<file path="config.mk">
export PLATFORM = sky130hd
export DESIGN_NAME = geo_point_sort
export DESIGN_NICKNAME = d
export VERILOG_FILES = /design/src/rtl/geo_pkg.sv /design/src/rtl/geo_point_sort_cross_product.sv /design/src/rtl/geo_point_sort.sv
export SDC_FILE = /design/constraint.sdc
export NUM_CORES = 2
export LEC_CHECK = 0
export BUFFER_PORTS_ARGS = -buffer_cell sky130_fd_sc_hd__buf_2
export CAP_MARGIN = 25
export CORE_MARGIN = 3
export CORE_UTILIZATION = 59
export CTS_CLUSTER_SIZE = 24
export DETAILED_ROUTE_END_ITERATION = 8
export PLACE_DENSITY = 0.78
export SLEW_MARGIN = 20
export SYNTH_ARGS = -nofsm -noshare
export SYNTH_HDL_FRONTEND = slang
export SYNTH_SLANG_ARGS = --single-unit
</file>
<file path="constraint.sdc">
create_clock -name clk -period 11 [get_ports clk]
set_input_delay 0.55 -clock clk [delete_from_list [all_inputs] [get_ports clk]]
set_output_delay 0.55 -clock clk [all_outputs]
set_load 0.05 [all_outputs]
</file>
<file path="src/rtl/geo_pkg.sv">
// geo_pkg: shared geofence widths, sorter state encoding and point record.
package geo_pkg;
    localparam int GEO_CW = 10;
    localparam int GEO_N_PTS = 6;
    localparam int GEO_VW = GEO_CW + 1;
    typedef enum logic [1:0] {IDLE, LOAD, SORT, OUT} state_t;
    typedef struct packed {
        logic [GEO_CW-1:0] x;
        logic [GEO_CW-1:0] y;
        logic [2:0] idx;
    } point_t;
endpackage

</file>
<file path="src/rtl/geo_point_sort_cross_product.sv">
// geo_point_sort_cross_product: flags a x b < 0, i.e. a strictly precedes b clockwise.
module geo_point_sort_cross_product
    import geo_pkg::*;
#(
    parameter int VW = GEO_VW
) (
    input  logic signed [VW-1:0] a_x,
    input  logic signed [VW-1:0] a_y,
    input  logic signed [VW-1:0] b_x,
    input  logic signed [VW-1:0] b_y,
    output logic                 neg
);
    logic signed [2*VW-1:0] p_ab, p_ba;
    assign p_ab = a_x * b_y;
    assign p_ba = a_y * b_x;
    assign neg = p_ab < p_ba;
endmodule

</file>
<file path="src/rtl/geo_point_sort.sv">
// geo_point_sort: loads N points, bubble-sorts 1..N-1 clockwise around point 0, streams them out.
module geo_point_sort
    import geo_pkg::*;
#(
    parameter int N_PTS = GEO_N_PTS,
    parameter int CW = GEO_CW
) (
    input  logic          clk,
    input  logic          reset_n,
    input  logic          in_valid,
    output logic          in_ready,
    input  logic [CW-1:0] in_x,
    input  logic [CW-1:0] in_y,
    output logic          out_valid,
    input  logic          out_ready,
    output logic [CW-1:0] out_x,
    output logic [CW-1:0] out_y,
    output logic [2:0]    out_idx,
    output logic          out_last,
    output logic          busy
);
    localparam int VW = CW + 1;
    localparam logic [2:0] LAST = 3'(N_PTS - 1);

    state_t state, state_nx;
    logic armed, in_acc, out_acc, lt, pass_end, sort_done;
    logic [2:0] lc, p, j, j1, oc;
    logic [CW-1:0] px [N_PTS];
    logic [CW-1:0] py [N_PTS];
    logic [2:0] pidx [N_PTS];
    logic signed [VW-1:0] vx [N_PTS];
    logic signed [VW-1:0] vy [N_PTS];

    assign in_acc = in_valid && in_ready;
    assign out_acc = out_valid && out_ready;
    assign j1 = j + 3'd1;
    assign pass_end = j == 3'(N_PTS - 2) - p;
    assign sort_done = pass_end && p == 3'(N_PTS - 3);

    geo_point_sort_cross_product #(.VW(VW)) u_cmp (
        .a_x(vx[j1]),
        .a_y(vy[j1]),
        .b_x(vx[j]),
        .b_y(vy[j]),
        .neg(lt)
    );

    always_ff @(posedge clk or negedge reset_n) begin
        if (!reset_n) state <= IDLE;
        else state <= state_nx;
    end

    always_comb begin
        state_nx = state;
        case (state)
            IDLE:    state_nx = in_acc ? LOAD : IDLE;
            LOAD:    state_nx = in_acc && lc == LAST ? SORT : LOAD;
            SORT:    state_nx = sort_done ? OUT : SORT;
            OUT:     state_nx = out_acc && out_last ? IDLE : OUT;
            default: state_nx = IDLE;
        endcase
    end

    always_comb begin
        in_ready = armed && (state == IDLE || state == LOAD);
        busy = state == SORT || state == OUT;
    end

    always_ff @(posedge clk or negedge reset_n) begin
        if (!reset_n) begin
            armed <= 1'b0;
            lc <= '0;
            p <= '0;
            j <= '0;
            oc <= '0;
            out_valid <= 1'b0;
            out_last <= 1'b0;
            out_x <= '0;
            out_y <= '0;
            out_idx <= '0;
        end else begin
            armed <= 1'b1;
            lc <= in_acc ? (lc == LAST ? 3'd0 : lc + 3'd1) : lc;
            j <= state == SORT && !pass_end ? j1 : 3'd1;
            p <= state == SORT ? (pass_end ? p + 3'd1 : p) : 3'd0;
            if (state != OUT) oc <= '0;
            else if (!out_valid || out_acc) begin
                if (out_acc && out_last) begin
                    out_valid <= 1'b0;
                    out_last <= 1'b0;
                end else begin
                    out_valid <= 1'b1;
                    out_x <= px[oc];
                    out_y <= py[oc];
                    out_idx <= pidx[oc];
                    out_last <= oc == LAST;
                    oc <= oc + 3'd1;
                end
            end
        end
    end

    // lc is 0 in IDLE, so the anchor lands in slot 0; its own vector is never read
    always_ff @(posedge clk) begin
        if (in_acc) begin
            px[lc] <= in_x;
            py[lc] <= in_y;
            pidx[lc] <= lc;
            vx[lc] <= {1'b0, in_x} - {1'b0, px[0]};
            vy[lc] <= {1'b0, in_y} - {1'b0, py[0]};
        end else if (state == SORT && lt) begin
            px[j] <= px[j1];
            px[j1] <= px[j];
            py[j] <= py[j1];
            py[j1] <= py[j];
            pidx[j] <= pidx[j1];
            pidx[j1] <= pidx[j];
            vx[j] <= vx[j1];
            vx[j1] <= vx[j];
            vy[j] <= vy[j1];
            vy[j1] <= vy[j];
        end
    end
endmodule

</file>
==> impl_results.html, run 1 <==
<table>
<tr><th>Metric</th><th>Value</th></tr>
<tr><th colspan="2">Global route</th></tr>
<tr><td>Overall routing resource usage</td><td>32.5%</td></tr>
<tr><td>Overflow left after global routing</td><td>0</td></tr>
<tr><td>Wire length of the first global-routing pass</td><td>138000 um</td></tr>
<tr><td>Antenna violations before repair</td><td>1</td></tr>
<tr><td>Largest net degree at the start of global routing</td><td>140</td></tr>
<tr><td>Via count of the first global-routing pass</td><td>25600</td></tr>
<tr><th colspan="2">Detailed routing</th></tr>
<tr><td>Iteration-0 DRC Markers</td><td>3120</td></tr>
<tr><td>Wirelength per Cell</td><td>22.0 um</td></tr>
<tr><td>First-pass iteration count of the detailed router</td><td>9</td></tr>
<tr><td>Drt drc</td><td>0</td></tr>
<tr><td>DRT Wirelength</td><td>87200 um</td></tr>
<tr><td>Final ANT Viol Nets</td><td>0</td></tr>
<tr><td>Via-per-instance ratio</td><td>6.36</td></tr>
<tr><td>Total vias in the final route</td><td>25100</td></tr>
<tr><th colspan="2">Synthesis</th></tr>
<tr><td>Mean Syn Cell Area</td><td>9.21 sq um</td></tr>
<tr><td>Number of warning messages in the yosys log</td><td>0</td></tr>
<tr><td>Cell count after synthesis</td><td>3280</td></tr>
<tr><td>Number of enable-type register cells in the synthesized netlist</td><td>270</td></tr>
<tr><td>Prevailing post-synth register cell</td><td>sky130_fd_sc_hd__edfxtp_1</td></tr>
<tr><td>Post-synth net total</td><td>3681</td></tr>
<tr><td>Post-synthesis sequential element count</td><td>310</td></tr>
<tr><td>Async set or reset register ratio after synthesis</td><td>12.9%</td></tr>
<tr><td>Sequential fraction of the synthesis area</td><td>30.2%</td></tr>
<tr><td>Cell Area, Synth</td><td>30200 sq um</td></tr>
<tr><td>Distinct cell type count of the synthesized netlist</td><td>61</td></tr>
<tr><th colspan="2">Worst setup path</th></tr>
<tr><td>Critical path peak fanout</td><td>43</td></tr>
<tr><td>Most prevalent standard cell on the critical path</td><td>sky130_fd_sc_hd__fa_1</td></tr>
<tr><td>Timing startpoint of the critical path</td><td>j[0]</td></tr>
<tr><td>Worst path required time</td><td>11.25 ns</td></tr>
<tr><td>Launching point of the worst reg2reg path</td><td>j[0]</td></tr>
<tr><td>Sort of element at the start of the critical path</td><td>register</td></tr>
<tr><td>Type of destination of the critical path</td><td>register</td></tr>
<tr><td>Maximum cell stage delay along the critical path</td><td>0.83 ns</td></tr>
<tr><td>Register-to-Register Setup Slack</td><td>0.63 ns</td></tr>
<tr><td>Crit path DAT</td><td>10.61 ns</td></tr>
<tr><td>Crit Path Category</td><td>reg -&gt; reg</td></tr>
<tr><td>Critical Path Slowest Stage Cell</td><td>sky130_fd_sc_hd__a21oi_1</td></tr>
<tr><th colspan="2">Timing</th></tr>
<tr><td>Worst-margin pin slew</td><td>1.10 ns</td></tr>
<tr><td>Final Hold Viols</td><td>0</td></tr>
<tr><td>Worst rel slew slack</td><td>26.8%</td></tr>
<tr><td>Max Fclk</td><td>96.5 MHz</td></tr>
<tr><td>Final cycle utilization of the critical path</td><td>94.2%</td></tr>
<tr><td>Post-route setup slack</td><td>0.634 ns</td></tr>
<tr><td>Worst clock skew</td><td>0.0134 ns</td></tr>
<tr><td>Shortest period the worst path allows</td><td>10.37 ns</td></tr>
<tr><td>Total negative slack</td><td>0 ns</td></tr>
<tr><td>Final-report setup violation count</td><td>0</td></tr>
<tr><td>RSZ-0062 raised after global routing</td><td>false</td></tr>
<tr><td>Max-slew violation count</td><td>0</td></tr>
<tr><th colspan="2">Finish</th></tr>
<tr><td>Net count of the finished layout</td><td>3657</td></tr>
<tr><td>FF+latch area</td><td>9120 sq um</td></tr>
<tr><td>Area of combinational cells with multiple inputs</td><td>18900 sq um</td></tr>
<tr><td>Most common library cell in the layout ignoring fill and taps</td><td>sky130_fd_sc_hd__nand2_1</td></tr>
<tr><td>P&amp;R area growth vs syn</td><td>7.20%</td></tr>
<tr><td>Filler cell count</td><td>3995</td></tr>
<tr><td>Share of post-route cells with drive strength above 1</td><td>10.8%</td></tr>
<tr><td>Highest-count cells in the layout ignoring fill and taps</td><td>sky130_fd_sc_hd__nand2_1 (459), sky130_fd_sc_hd__a21oi_1 (410), sky130_fd_sc_hd__inv_1 (363), sky130_fd_sc_hd__o21ai_0 (342), sky130_fd_sc_hd__edfxtp_1 (270)</td></tr>
<tr><th colspan="2">Placed design</th></tr>
<tr><td>Pre-CTS worst setup slack</td><td>0.207 ns</td></tr>
<tr><td>Final weighted congestion of routability-driven global placement</td><td>0.921</td></tr>
<tr><td>Count of input and output buffers</td><td>50</td></tr>
<tr><td>Detailed Place HPWL</td><td>60600 um</td></tr>
<tr><th colspan="2">Clock tree</th></tr>
<tr><td>Root Buffer</td><td>sky130_fd_sc_hd__clkbuf_16</td></tr>
<tr><td>Max H-tree Level</td><td>1</td></tr>
<tr><td>Clk pin slew, worst setup/hold paths</td><td>0.07 ns</td></tr>
<tr><td>Clock latency of the later-clocked register in the worst-skew pair</td><td>0.59 ns</td></tr>
<tr><td>CTS sink count</td><td>310</td></tr>
<tr><td>CTS tree</td><td>built</td></tr>
<tr><td>Maximum number of buffers from clock root to sink</td><td>3</td></tr>
<tr><td>Cts bufs inserted</td><td>31</td></tr>
<tr><th colspan="2">Hold path</th></tr>
<tr><td>Source of the worst hold timing path</td><td>out_ready</td></tr>
<tr><td>Class of the tightest hold or removal check</td><td>in -&gt; reg</td></tr>
<tr><th colspan="2">Floorplan</th></tr>
<tr><td>Standard-cell row count</td><td>82</td></tr>
<tr><td>Floorplan Core Area</td><td>50400 sq um</td></tr>
<tr><td>Starting density of the core</td><td>60.0%</td></tr>
<tr><td>Overall die width</td><td>232 um</td></tr>
<tr><td>Top-level port count</td><td>51</td></tr>
<tr><td>Die height</td><td>232 um</td></tr>
<tr><td>Area of the die</td><td>54000 sq um</td></tr>
<tr><th colspan="2">Flow run</th></tr>
<tr><td>Maximum Capacitance Violations</td><td>0</td></tr>
<tr><th colspan="2">Outcome</th></tr>
<tr><td>Outcome</td><td>completed</td></tr>
</table>
## cells in the mapped netlist, types with 6 or more instances
| cell | n | area share (%) |
|---|---|---|
| sky130_fd_sc_hd__nor3_1 | 7 | 0.12 |
| sky130_fd_sc_hd__clkbuf_1 | 138 | 1.7 |
| sky130_fd_sc_hd__o21a_1 | 8 | 0.20 |
| sky130_fd_sc_hd__a21boi_0 | 7 | 0.17 |
| sky130_fd_sc_hd__dfrtp_1 | 40 | 3.3 |
| sky130_fd_sc_hd__a21o_1 | 26 | 0.65 |
| sky130_fd_sc_hd__or2_2 | 8 | 0.17 |
| sky130_fd_sc_hd__nand4_1 | 6 | 0.12 |
| sky130_fd_sc_hd__buf_2 | 15 | 0.25 |
| sky130_fd_sc_hd__xnor2_1 | 47 | 1.4 |
| sky130_fd_sc_hd__edfxtp_1 | 270 | 27 |
| sky130_fd_sc_hd__xor2_1 | 16 | 0.46 |
| sky130_fd_sc_hd__ha_1 | 141 | 5.8 |
| sky130_fd_sc_hd__mux2i_1 | 126 | 4.2 |
| sky130_fd_sc_hd__o211ai_1 | 24 | 0.60 |
| sky130_fd_sc_hd__a21oi_1 | 411 | 6.8 |
| sky130_fd_sc_hd__nor2b_1 | 38 | 0.79 |
| sky130_fd_sc_hd__buf_6 | 23 | 0.86 |
| sky130_fd_sc_hd__or3_1 | 7 | 0.14 |
| sky130_fd_sc_hd__fa_1 | 236 | 16 |
| sky130_fd_sc_hd__nand2b_1 | 10 | 0.21 |
| sky130_fd_sc_hd__inv_1 | 363 | 4.5 |
| sky130_fd_sc_hd__nand2_1 | 459 | 5.7 |
| sky130_fd_sc_hd__nor2_1 | 271 | 3.4 |
| sky130_fd_sc_hd__o21ai_1 | 15 | 0.25 |
| sky130_fd_sc_hd__mux2_2 | 27 | 1.0 |
| sky130_fd_sc_hd__mux4_2 | 88 | 6.6 |
| sky130_fd_sc_hd__and2_1 | 22 | 0.46 |
| sky130_fd_sc_hd__buf_1 | 27 | 0.34 |
| sky130_fd_sc_hd__o21ai_0 | 342 | 5.7 |
## kinds of logic after synthesis
family,count (synthesis),share of synthesized area (%)
buffers and inverters,573,7.78
AO/OA/AOI/OAI,875,15.6
adder cells (fa/ha/maj),377,21.5
AND/OR/NAND/NOR,837,11.3
other,1,0.0124
XOR/XNOR,63,1.83
multiplexers,244,11.9
flip-flops,310,30.2
## timing repair
item | CTS | global route
gates resized for setup | 0 | 6
hold buffers | 0 | 1
hold endpoints to repair | 0 | 11
setup buffers | 0 | 1
endpoints found under the setup margin | 0 | 416
## worst paths after layout
check,end,cells past startpoint
hold / removal,out_last,4
max in group asynchronous,j[0],3
setup / recovery,py[3][1],34
hold reg to reg,out_idx[1],2
setup reg to reg,py[3][1],34
min in group asynchronous,out_y[2],2
## flip-flops by register name, indices dropped and copies added (netlist names), 2 cells and up
name     count
vx          66
vy          66
px          60
py          60
pidx        18
out_x       10
out_y       10
j            3
lc           3
oc           3
out_idx      3
p            3
state        2
## stage by stage
stage                     hold WS (ns)  area [sq um]  std cells  utilization [%]
after global placement           0.456         31200       3889             61.9
after floorplan                  0.254         30200       3280                -
after CTS                        0.148         32300       3947             64.1
final                            0.351         32400       3954             64.3
after global routing             0.383         32400       3953             64.3
after detailed placement         0.465         31200       3889             61.9
## worst max-delay path: cells and delay by family, from the launching register on
family / cells / cell delay (ns)
xor+xnor: 1 / 0.09
buf+inv: 6 / 1.38
flops: 1 / 0.65
mux: 2 / 0.57
simple gates: 5 / 0.61
compound gates: 13 / 3.42
fa+ha+maj: 7 / 3.26
## layer usage
layer / vias up / wire length [um] / GRT usage, %
li1: 11100 / - / -
met1: 12100 / 31200 / 41.4
met2: 1630 / 42400 / 54.6
met3: 305 / 9420 / 5.47
met4: 0 / 4100 / 14.8
met5: - / 0 / 0
## cell type report
cell class,instances,area share (%)
Multi-Input combinational cell,2398,58.4
Clock buffer,40,2.56
Timing Repair Buffer,147,3.30
Sequential cell,310,28.1
Clock inverter,18,0.750
Inverter,368,4.27
Antenna cell,1,0.00773
Tap cell,672,2.60
Power of run 1 is not shown: default switching activity piles up to over one toggle a cycle in this logic, so the estimate is an artifact.
==> run 2, diff against run 1 <==
Settings changed: MAX_ROUTING_LAYER set to met4.
Clock period 11 ns to 9.3 ns, I/O delays scaled along.
==> impl_results.html, run 2 (synthesis results as in run 1) <==
<table>
<tr><th>Metric</th><th>Value</th></tr>
<tr><th colspan="2">Floorplan</th></tr>
<tr><td>Starting density of the core</td><td>60.0%</td></tr>
<tr><td>Area of the die</td><td>54000 sq um</td></tr>
<tr><td>Overall die width</td><td>232 um</td></tr>
<tr><td>Standard-cell row count</td><td>82</td></tr>
<tr><td>Floorplan Core Area</td><td>50400 sq um</td></tr>
<tr><td>Die height</td><td>232 um</td></tr>
<tr><td>Top-level port count</td><td>51</td></tr>
<tr><th colspan="2">Clock tree</th></tr>
<tr><td>Clock latency of the later-clocked register in the worst-skew pair</td><td>0.56 ns</td></tr>
<tr><td>Root Buffer</td><td>sky130_fd_sc_hd__clkbuf_16</td></tr>
<tr><td>CTS tree</td><td>built</td></tr>
<tr><td>Clk pin slew, worst setup/hold paths</td><td>0.06 ns</td></tr>
<tr><td>Cts bufs inserted</td><td>35</td></tr>
<tr><td>CTS sink count</td><td>310</td></tr>
<tr><td>Max H-tree Level</td><td>2</td></tr>
<tr><td>Maximum number of buffers from clock root to sink</td><td>3</td></tr>
<tr><th colspan="2">Timing</th></tr>
<tr><td>Worst rel slew slack</td><td>31.9%</td></tr>
<tr><td>Final-report setup violation count</td><td>0</td></tr>
<tr><td>Worst clock skew</td><td>0.0298 ns</td></tr>
<tr><td>Worst-margin pin slew</td><td>1.02 ns</td></tr>
<tr><td>Max-slew violation count</td><td>0</td></tr>
<tr><td>Total negative slack</td><td>0 ns</td></tr>
<tr><td>Max Fclk</td><td>108 MHz</td></tr>
<tr><td>Final Hold Viols</td><td>0</td></tr>
<tr><td>Final cycle utilization of the critical path</td><td>99.8%</td></tr>
<tr><td>Shortest period the worst path allows</td><td>9.28 ns</td></tr>
<tr><th colspan="2">Worst setup path</th></tr>
<tr><td>Type of destination of the critical path</td><td>register</td></tr>
<tr><td>Sort of element at the start of the critical path</td><td>register</td></tr>
<tr><td>Critical path peak fanout</td><td>21</td></tr>
<tr><td>Worst path required time</td><td>9.53 ns</td></tr>
<tr><td>Crit path DAT</td><td>9.51 ns</td></tr>
<tr><td>Crit Path Category</td><td>reg -&gt; reg</td></tr>
<tr><td>Critical Path Slowest Stage Cell</td><td>sky130_fd_sc_hd__fa_1</td></tr>
<tr><td>Maximum cell stage delay along the critical path</td><td>0.53 ns</td></tr>
<tr><td>Most prevalent standard cell on the critical path</td><td>sky130_fd_sc_hd__fa_1</td></tr>
<tr><th colspan="2">Placed design</th></tr>
<tr><td>Detailed Place HPWL</td><td>61700 um</td></tr>
<tr><td>Count of input and output buffers</td><td>50</td></tr>
<tr><td>Final weighted congestion of routability-driven global placement</td><td>0.936</td></tr>
<tr><th colspan="2">Outcome</th></tr>
<tr><td>Outcome</td><td>completed</td></tr>
<tr><th colspan="2">Detailed routing</th></tr>
<tr><td>Wirelength per Cell</td><td>22.9 um</td></tr>
<tr><td>Total vias in the final route</td><td>26200</td></tr>
<tr><td>DRT Wirelength</td><td>92600 um</td></tr>
<tr><td>Final ANT Viol Nets</td><td>0</td></tr>
<tr><td>First-pass iteration count of the detailed router</td><td>9</td></tr>
<tr><td>Via-per-instance ratio</td><td>6.48</td></tr>
<tr><td>Drt drc</td><td>0</td></tr>
<tr><td>Iteration-0 DRC Markers</td><td>3286</td></tr>
<tr><th colspan="2">Finish</th></tr>
<tr><td>P&amp;R area growth vs syn</td><td>12.9%</td></tr>
<tr><td>Share of post-route cells with drive strength above 1</td><td>15.4%</td></tr>
<tr><td>Number of diodes</td><td>0</td></tr>
<tr><td>Registers with the most flip-flops</td><td>vx (66), vy (66)</td></tr>
<tr><td>Highest-count cells in the layout ignoring fill and taps</td><td>sky130_fd_sc_hd__nand2_1 (456), sky130_fd_sc_hd__a21oi_1 (384), sky130_fd_sc_hd__inv_1 (360), sky130_fd_sc_hd__o21ai_0 (334), sky130_fd_sc_hd__edfxtp_1 (270)</td></tr>
<tr><td>Utilization after layout</td><td>67.7%</td></tr>
<tr><td>Net count of the finished layout</td><td>3749</td></tr>
<tr><td>Most common library cell in the layout ignoring fill and taps</td><td>sky130_fd_sc_hd__nand2_1</td></tr>
<tr><th colspan="2">Global route</th></tr>
<tr><td>Via count of the first global-routing pass</td><td>26000</td></tr>
<tr><td>Antenna violations before repair</td><td>0</td></tr>
<tr><td>Wire length of the first global-routing pass</td><td>140000 um</td></tr>
<tr><td>Overall routing resource usage</td><td>33.9%</td></tr>
<tr><td>Overflow left after global routing</td><td>0</td></tr>
<tr><td>Largest net degree at the start of global routing</td><td>90</td></tr>
<tr><th colspan="2">Hold path</th></tr>
<tr><td>Class of the tightest hold or removal check</td><td>in -&gt; reg</td></tr>
<tr><th colspan="2">Flow run</th></tr>
<tr><td>Maximum Capacitance Violations</td><td>0</td></tr>
</table>
[run 2: changes by cell type in the layout (fill, tap and decap cells not counted), moves of 6 or more]
cell / before / now
sky130_fd_sc_hd__buf_12: 6 / 23
sky130_fd_sc_hd__o21ai_0: 342 / 334
sky130_fd_sc_hd__buf_6: 3 / 10
sky130_fd_sc_hd__buf_4: 87 / 136
sky130_fd_sc_hd__nor2_1: 268 / 243
sky130_fd_sc_hd__clkinv_2: 10 / 4
sky130_fd_sc_hd__buf_16: 0 / 6
sky130_fd_sc_hd__o21ai_4: 0 / 6
sky130_fd_sc_hd__a21oi_1: 410 / 384
sky130_fd_sc_hd__nor2_2: 0 / 22
sky130_fd_sc_hd__clkbuf_16: 31 / 44
sky130_fd_sc_hd__a21oi_4: 1 / 7
sky130_fd_sc_hd__a21oi_2: 2 / 22
[run 2: path summary, 6_finish.rpt]
kind	from	to	slack [ns]	cells past startpoint
min in group asynchronous	reset_n	out_y[2]	0.46	2
setup / recovery	j[0]	vx[1][3]	0.02	37
hold reg to reg	out_x[1]	out_x[1]	0.47	2
setup reg to reg	j[0]	vx[1][3]	0.02	37
max in group asynchronous	reset_n	j[0]	8.35	2
hold / removal	out_ready	out_last	0.30	4
[run 2: area by class of cell]
type	count	area, sq um
Multi-Input combinational cell	2400	19400
Fill cell	3747	16300
Sequential cell	310	9120
Timing Repair Buffer	233	2210
Inverter	368	1400
Clock buffer	44	931
Tap cell	672	841
Clock inverter	19	229
[run 2: timing repair]
action,CTS,global route
setup buffers,0,33
hold endpoints to repair,0,34
pin swaps,0,13
endpoints found under the setup margin,11,540
gates resized for setup,2,103
cloned,0,11
hold buffers,0,1
[run 2: routing by layer]
metal	vias to the layer above	track usage [%]	share of wire, %
li1	11300	-	-
met2	1952	55.7	49
met3	345	5.57	11
met4	0	15.1	5.0
met1	12600	41.6	35
met5	-	-	0
[run 2: per-stage QoR]
| stage | worst slack [ns] | instances | cell area [sq um] | hold slack, ns |
|---|---|---|---|---|
| final | 0.0154 | 4046 | 34100 | 0.303 |
| after global routing | -0.228 | 4046 | 34100 | 0.333 |
| after CTS | 0.00158 | 4001 | 33100 | 0.120 |
| after detailed placement | 0.0599 | 3938 | 31900 | 0.465 |
| after global placement | 0.128 | 3937 | 31900 | 0.457 |
| after floorplan | 0.00133 | 3280 | 30500 | 0.169 |
[run 2: critical path: cells and delay by family, from the launching register on]
family | cells | cell delay, ns
xor gates and xnor gates | 2 | 0.38
AOI/OAI and AO/OA | 13 | 2.32
adders and majority gates | 8 | 3.37
muxes | 2 | 0.64
and+or+nand+nor | 5 | 0.73
buffers and inverters | 7 | 0.97
DFF | 1 | 0.52
Power of run 2 is left out for the same reason.
